`src/rtl/regfile_write_scheduler.sv`:
```
// regfile_write_scheduler
//   Buffers up to two writeback requests per cycle (E then M) in an in-order
//   FIFO and retires one entry per cycle onto a single-write-port register
//   file. Publishes a per-register pending mask and youngest-value forwarding
//   for two decode source ports.
//
// Ports
//   clk, rst_n                 clock (rising edge), async active-low reset
//   wb_valid, dstE/valE,       writeback request; dst 4'hF means "no write"
//   dstM/valM
//   wb_ready                   room for a dual request (combinational on count)
//   rf_wen/rf_waddr/rf_wdata   register file write port, driven from FIFO head
//   srcA, srcB                 decode lookup addresses
//   fwdA_hit/fwdA_val,         youngest buffered value for srcA / srcB
//   fwdB_hit/fwdB_val
//   pending                    bit i set while any buffered entry targets reg i
//   count                      occupied entries
module regfile_write_scheduler #(
  parameter int unsigned DEPTH = 4,
  parameter int unsigned REG_W = 64
) (
  input  logic                       clk,
  input  logic                       rst_n,
  input  logic                       wb_valid,
  input  logic [3:0]                 dstE,
  input  logic [REG_W-1:0]           valE,
  input  logic [3:0]                 dstM,
  input  logic [REG_W-1:0]           valM,
  output logic                       wb_ready,
  output logic                       rf_wen,
  output logic [3:0]                 rf_waddr,
  output logic [REG_W-1:0]           rf_wdata,
  input  logic [3:0]                 srcA,
  input  logic [3:0]                 srcB,
  output logic                       fwdA_hit,
  output logic [REG_W-1:0]           fwdA_val,
  output logic                       fwdB_hit,
  output logic [REG_W-1:0]           fwdB_val,
  output logic [14:0]                pending,
  output logic [$clog2(DEPTH):0]     count
);

  localparam int unsigned PW    = $clog2(DEPTH);
  localparam int unsigned CW    = PW + 1;
  localparam int unsigned NREGS = 15;
  localparam logic [3:0]  NONE  = 4'hF;

  logic [3:0]       dst_q  [DEPTH];
  logic [REG_W-1:0] data_q [DEPTH];
  logic [PW-1:0]    head_q;
  logic [PW-1:0]    tail_q;
  logic [CW-1:0]    cnt_q;

  logic             accept;
  logic             push_e;
  logic             push_m;
  logic             pop;
  logic [PW-1:0]    m_slot;
  logic [CW-1:0]    cnt_next;

  // Entries listed oldest (k=0) to youngest, with their liveness.
  logic [PW-1:0]    ord_idx   [DEPTH];
  logic [DEPTH-1:0] ord_valid;

  assign count    = cnt_q;
  assign wb_ready = (CW'(DEPTH) - cnt_q) >= CW'(2);

  assign accept   = wb_valid && wb_ready;
  assign push_e   = accept && (dstE != NONE);
  assign push_m   = accept && (dstM != NONE);
  assign pop      = (cnt_q != CW'(0));
  // M lands right behind E when both push, so E is always older.
  assign m_slot   = tail_q + PW'(push_e);
  assign cnt_next = cnt_q + CW'(push_e) + CW'(push_m) - CW'(pop);

  // Head drives the register file port directly.
  assign rf_wen   = pop;
  assign rf_waddr = pop ? dst_q[head_q]  : NONE;
  assign rf_wdata = pop ? data_q[head_q] : '0;

  // Age ordering of the circular buffer.
  always_comb begin
    for (int k = 0; k < DEPTH; k++) begin
      ord_idx[k]   = head_q + PW'(k);
      ord_valid[k] = CW'(k) < cnt_q;
    end
  end

  // Pending mask over live entries.
  always_comb begin
    pending = '0;
    for (int r = 0; r < NREGS; r++) begin
      for (int k = 0; k < DEPTH; k++) begin
        if (ord_valid[k] && (dst_q[ord_idx[k]] == 4'(r))) begin
          pending[r] = 1'b1;
        end
      end
    end
  end

  // Forwarding: scan oldest to youngest so the last match is the youngest.
  always_comb begin
    fwdA_hit = 1'b0;
    fwdA_val = '0;
    fwdB_hit = 1'b0;
    fwdB_val = '0;
    for (int k = 0; k < DEPTH; k++) begin
      if (ord_valid[k] && (srcA != NONE) && (dst_q[ord_idx[k]] == srcA)) begin
        fwdA_hit = 1'b1;
        fwdA_val = data_q[ord_idx[k]];
      end
      if (ord_valid[k] && (srcB != NONE) && (dst_q[ord_idx[k]] == srcB)) begin
        fwdB_hit = 1'b1;
        fwdB_val = data_q[ord_idx[k]];
      end
    end
  end

  // Pointers and occupancy.
  always_ff @(posedge clk or negedge rst_n) begin
    if (!rst_n) begin
      head_q <= '0;
      tail_q <= '0;
      cnt_q  <= '0;
    end else begin
      head_q <= head_q + PW'(pop);
      tail_q <= tail_q + PW'(push_e) + PW'(push_m);
      cnt_q  <= cnt_next;
    end
  end

  // Entry storage; liveness is tracked by the pointers, so no reset needed.
  always_ff @(posedge clk) begin
    if (push_e) begin
      dst_q[tail_q]  <= dstE;
      data_q[tail_q] <= valE;
    end
    if (push_m) begin
      dst_q[m_slot]  <= dstM;
      data_q[m_slot] <= valM;
    end
  end

endmodule

```
`config.mk`:
```
export PLATFORM = sky130hd
export DESIGN_NAME = regfile_write_scheduler
export DESIGN_NICKNAME = d
export VERILOG_FILES = /design/src/rtl/regfile_write_scheduler.sv
export SDC_FILE = /design/constraint.sdc
export NUM_CORES = 1
export LEC_CHECK = 0
export ABC_CLOCK_PERIOD_IN_PS = 13000
export BUFFER_PORTS_ARGS = -buffer_cell sky130_fd_sc_hd__buf_4
export CAP_MARGIN = 15
export CORE_UTILIZATION = 55
export DETAILED_ROUTE_END_ITERATION = 8
export GPL_TIMING_DRIVEN = 1
export PLACE_DENSITY = 0.82
export SETUP_SLACK_MARGIN = 0.1
export SLEW_MARGIN = 10
export SYNTH_ARGS = -nofsm -noshare
export SYNTH_HDL_FRONTEND = slang
export SYNTH_SLANG_ARGS = --single-unit
```
`constraint.sdc`:
```
create_clock -name clk -period 13 [get_ports clk]
set_input_delay 0.65 -clock clk [delete_from_list [all_inputs] [get_ports clk]]
set_output_delay 0.65 -clock clk [all_outputs]
set_load 0.005 [all_outputs]
```
; ---- Word-level counts from Yosys, hierarchy flattened
; Memory sizes are Yosys's and may differ from the RTL's.
; Cells that the tools add are included.
[op_classes]
n_addsub = 10
magnitude_cmp = 5
n_eq_ne = 68
muxes = 82
reduce_logical = 84
[ops]
columns = operator, count
row1 = $mux W64, 9
row2 = $eq A4 B4 Y1 const B, 28
row3 = $logic_and A1 B1 Y1, 79
row4 = $mux W1, 72
row5 = $eq A4 B3 Y1 const B, 16
row6 = $eq A4 B2 Y1 const B, 8
row7 = $eq A4 B4 Y1, 8
row8 = $eq A4 B1 Y1 const B, 4
row9 = $logic_not A4 Y1, 4
row10 = $ne A4 B4 Y1 const B, 4
row11 = $add A2 B1 Y2, 3
row12 = $add A3 B1 Y3, 2
row13 = $lt A1 B3 Y1 const A, 2
row14 = $lt A2 B3 Y1 const A, 2
row15 = $add A2 B2 Y2 const B, 2
row16 = $mux W4, 1
row17 = $ge A3 B2 Y1 const B, 1
row18 = $reduce_bool A3 Y1, 1
row19 = $sub A3 B1 Y3, 1
row20 = $sub A3 B3 Y3 const A, 1
row21 = $add A2 B1 Y2 const B, 1
[totals]
regBits = 7
mem_bits_rw = 272
inputBits = 147
elab_cells = 254
memories = 2
[mem_list]
columns = memory, depth, word_bits, rd, rd_clocked_by_memory_dff, wr, line
row1 = data_q, 4, 64, 4, 0, 2, 49  ; logic [REG_W-1:0] data_q [DEPTH];
row2 = dst_q, 4, 4, 4, 0, 2, 48  ; logic [3:0] dst_q [DEPTH];

; ---- Depth between registers and ports, before layout
[logic_depth]
ltp_word = 7
depth_mapped = 14
ltp_nobuf = 12

; ---- Worst setup path after synthesis
; No wires, ideal clock.
[synth_timing]
path_kind = reg-to-reg
start = reg cnt_q[0] (netlist: count[0])
end = mem data_q[2][0] (enable)
setup_ns = 0.508
arrival_time_ns = 4.723
t_required_ns = 12.492
path_slack_ns = 7.769
stages_incl_launch_ff = 10
n_path_buf = 0
path_cell_list = dfrtp_1 > inv_1 > ha_1 > ha_1 > or3b_2 > nand2_1 > a41o_1 > inv_1 > nand2_1 > o21bai_1
[synth_lines]
columns = element, line
row1 = "start, declared", 52  ; logic [CW-1:0] cnt_q;
row2 = "start signal, assigned", 128  ; cnt_q <= cnt_next;
row3 = "end, declared", 49

; ---- Worst setup path in the final report
[layout_timing]
start = reg head_q[1]
end = out fwdA_val[45]
[layout_between]
elab_chain_len = 7
elab_cells_between_ends = 17
cone_classes = add/sub (3) / eq/ne (4) / mux (4) / reduce/logical (4) / memory (2)
[layout_rtl]
columns = element, line
row1 = "start, declared", 50  ; logic [PW-1:0] head_q;
row2 = "start signal, assigned", 126  ; head_q <= head_q + PW'(pop);
row3 = $add A2 B1 Y2 or $mem_v2 Z4 W4 (tied branches), n/a
row4 = $mem_v2 Z4 W4 or $eq A4 B4 Y1 (tied branches), n/a
row5 = $eq A4 B4 Y1 or $logic_and A1 B1 Y1 (tied branches), 108  ; if (ord_valid[k] && (srcA != NONE) && (dst_q[ord_idx[k]] == srcA)) begin
row6 = $logic_and A1 B1 Y1 or $mux W64 (tied branches), 108
row7 = $mux W64 (2 in series), 108
row8 = $mux W64 *, 108
row9 = "end, declared", 36  ; output logic [REG_W-1:0] fwdA_val,
; Every way passes the cells marked *; elsewhere a longest branch is shown, timed or not.

==> run_results.csv <==
group,metric,value,unit
run_status,status,"finished clean",
layout,area_growth,16.9,%
clock_tree,post_cts_resized,0,
floorplan,fp.dieH,210,um
timing,slew_violations,0,
floorplan,ioPinCount,365,
worst_setup_path,crit_type,"register to primary output",
clock_tree,cts_sinks,279,
route,dr_wl_met2,38500,um
floorplan,initial_core_util,0.562,
clock_tree,clockBufferDepth,3,
yosys,synth-seq-area-share,0.351,
yosys,synth_top_family_by_area,"multiplexers",
yosys,synth_simple_gate_area_frac,0.103,
worst_setup_path,r2r-end,"data_q[0][13]$_DFFE_PP_",
run,cap_violations,0,
route,dr.max_layer_used,"met5",
floorplan,die_x,210,um
floorplan,core_area,42300,um^2
placed_design,io_buffers,364,
clock_tree,h-tree-depth,1,
route,drt_iter0_markers,2906,
clock_tree,clockRootBuffer,"clkbuf_16",
yosys,synth-xor-area-share,0.0109,
route,met3WireLength,10900,um
yosys,syn_area,23800,um^2
yosys,synth_flop_cell,"edfxtp_1",
timing,fin_setup_tns,0,ns
worst_setup_path,end_kind,"primary output",
timing,final.min_clock_period,5.77,ns
power_and_ir_drop,p_total,9.49,mW
yosys,syn_inst,2110,
placed_design,placedInstanceArea,26600,um^2
yosys,yosysWarnings,0,
route,met1_length,28900,um
grt,grt_pass1_wl,123000,um
layout,stdcell_area,27800,um^2
route,wire_per_inst,28.5,um
timing,setup_viol,0,
hold_path,hold_start,"valM[43]",
yosys,synth_nets,2268,
clock_tree,cts_inserted_buffers,31,
layout,nets,2476,
timing,timing.final.hold_violations,0,
route,routed_via_density,7.35,
clock_tree,worstSkewPairLatency,0.60,ns
yosys,ys_types,65,
worst_setup_path,cp.required,12.35,ns
clock_tree,cts_tree,"built",
layout,final_common_cell,"buf_4",
clock_tree,clkTransAtPathRegs,0.06,ns
route,dr.pass1.iters,6,
worst_setup_path,r2r_slack,8.02,ns
layout,fillers,3150,
yosys,synth_compound_area_frac,0.143,
yosys,synthDominantCellAreaShare,0.343,
power_and_ir_drop,p_leak,9.94,nW
worst_setup_path,crit_path_start,"head_q[1]$_DFF_PN0_",
hold_path,min_path_type,"primary input to register",
clock_tree,cts_setup_buffers,0,
timing,period_share,0.444,
yosys,yosys.area_share.adder,0.00642,
power_and_ir_drop,power.density,341,nW/um^2
grt,grt_max_degree,197,
layout,drive_above_1_share,0.421,
yosys,synth_seq_cells,279,
worst_setup_path,endpoint,"fwdA_val[45]",
route,antenna_left,0,
floorplan,die_area,44100,um^2
worst_setup_path,r2r-start,"count[1]$_DFF_PN0_",
timing,worst_pin_slew,1.32,ns
layout,seqCellArea,8350,um^2
yosys,async_flop_share,0.0251,
floorplan,rows,75,
worst_setup_path,startpoint_type,"register",
worst_setup_path,arrival,5.12,ns
placed_design,routabilityCongestion,0.898,
yosys,synthMuxAreaShare,0.337,
timing,max_clock_freq,0.173,GHz
yosys,netlist.top_cell.by_area,"edfxtp_1",
grt,grt_pass1_vias,21200,
placed_design,dpl.hpwl,49800,um
route,drt_wl_total,83200,um
timing,slew_headroom,0.123,
power_and_ir_drop,ir_drop,267,uV
layout,final_cell_mix,"buf_4 (391), mux2_2 (325), edfxtp_1 (272), mux4_2 (167), o21ai_0 (135)",
timing,fin_worst_skew,0.00946,ns
yosys,synth_area_per_cell,11.3,um^2
route,via_count,21500,
grt,grt_overflow_total,0,
route,route.detailed.drc,0,
yosys,synth_edf_count,272,
yosys,ys_top_cells_by_area,"edfxtp_1 (34%), mux4_2 (16%), mux2_2 (15%)",
layout,utilization,0.657,
layout,multiInputGateArea,14500,um^2
grt,antenna_found_initial,7,
worst_setup_path,path_max_fanout,56,
worst_setup_path,r2r_cells,13,
timing,rsz0062_at_grt,"no",
grt,grt.total_usage,0.365,
[stage by stage]
step / worst slack (ns) / std cells / hold WS (ns)
floorplan: 7.77 / 2110 / 0.354
global placement: 8.01 / 2859 / 0.476
detailed placement: 8.09 / 2860 / 0.478
CTS: 7.47 / 2919 / 0.367
global route: 7.12 / 2922 / 0.372
finish: 7.23 / 2925 / 0.381
[registers in the layout, indices dropped and copies added (netlist names)]
| name | flops |
|---|---|
| head_q | 2 |
| count | 3 |
| data_q | 256 |
| tail_q | 2 |
| dst_q | 16 |
[power breakdown]
part	switching (mW)	leakage, nW	internal (mW)
registers	0.360	2.60	1.62
logic	3.61	6.79	2.92
clock network	0.387	0.541	0.593
[final cells by class]
type	instances	area share
multi-input cells	1572	0.520
flip-flops and latches	279	0.300
repair buffers	395	0.108
clock buffers	33	0.0282
well taps	577	0.0260
clock inverters	25	0.0120
inverters	39	0.00526
diodes	5	0.000450
[Yosys cell counts, types with 5 or more instances]
master    number
a211oi_1      89
a21oi_1       29
a221oi_1      48
a221oi_2       5
a22oi_1       10
a311oi_1      38
a32oi_1       38
and2_1        40
and3_1        42
buf_1         20
buf_2         66
buf_4         13
buf_6          7
clkbuf_1     114
dfrtp_1        7
edfxtp_1     272
ha_1           9
inv_1         39
mux2_2       325
mux2i_1       56
mux4_2       167
nand2_1      113
nand3_1        7
nor2_1       132
nor2b_1       43
nor3_1        95
o21ai_0      135
o21ai_1       20
o221ai_1      10
o22ai_1       30
or2_2          9
xnor2_1       22
[logic make-up after synthesis]
logic type | after synthesis
buffers and inverters | 259
adders and majority gates | 11
xor gates and xnor gates | 28
and+or+nand+nor | 505
muxes | 550
AOI/OAI and AO/OA | 478
DFF | 279
[worst min-delay path by stage]
| stage | depth (start not counted) | end |
|---|---|---|
| 2_1_floorplan | 0 | count[0]$_DFF_PN0_ |
| 3_3_place_gp | 1 | count[2]$_DFF_PN0_ |
| 3_5_place_dp | 1 | count[2]$_DFF_PN0_ |
| 4_1_cts | 2 | data_q[2][8]$_DFFE_PP_ |
| 5_1_grt | 2 | data_q[1][43]$_DFFE_PP_ |
| 6_report | 2 | data_q[1][43]$_DFFE_PP_ |
[metal layers]
metal	up-vias	global-route usage
met1	10400	0.451
li1	8825	-
met5	-	0
met3	450	0.0933
met4	8	0.220
met2	1809	0.578
[critical path: stages (launching register included)]
cell	delay [ns]
dfrtp_4	0.97
mux4_2	0.50
xnor2_1	0.22
and3b_2	0.91
nand2_2	0.92
a311oi_1	0.50
o21ai_1	0.22
buf_4	0.19
[repair_timing]
item | CTS | global route
hold buffers | 1 | 0
setup endpoints to repair | 0 | 0
endpoints found under the hold margin | 7 | 0
No activity file was read; power rests on OpenSTA's default activity.
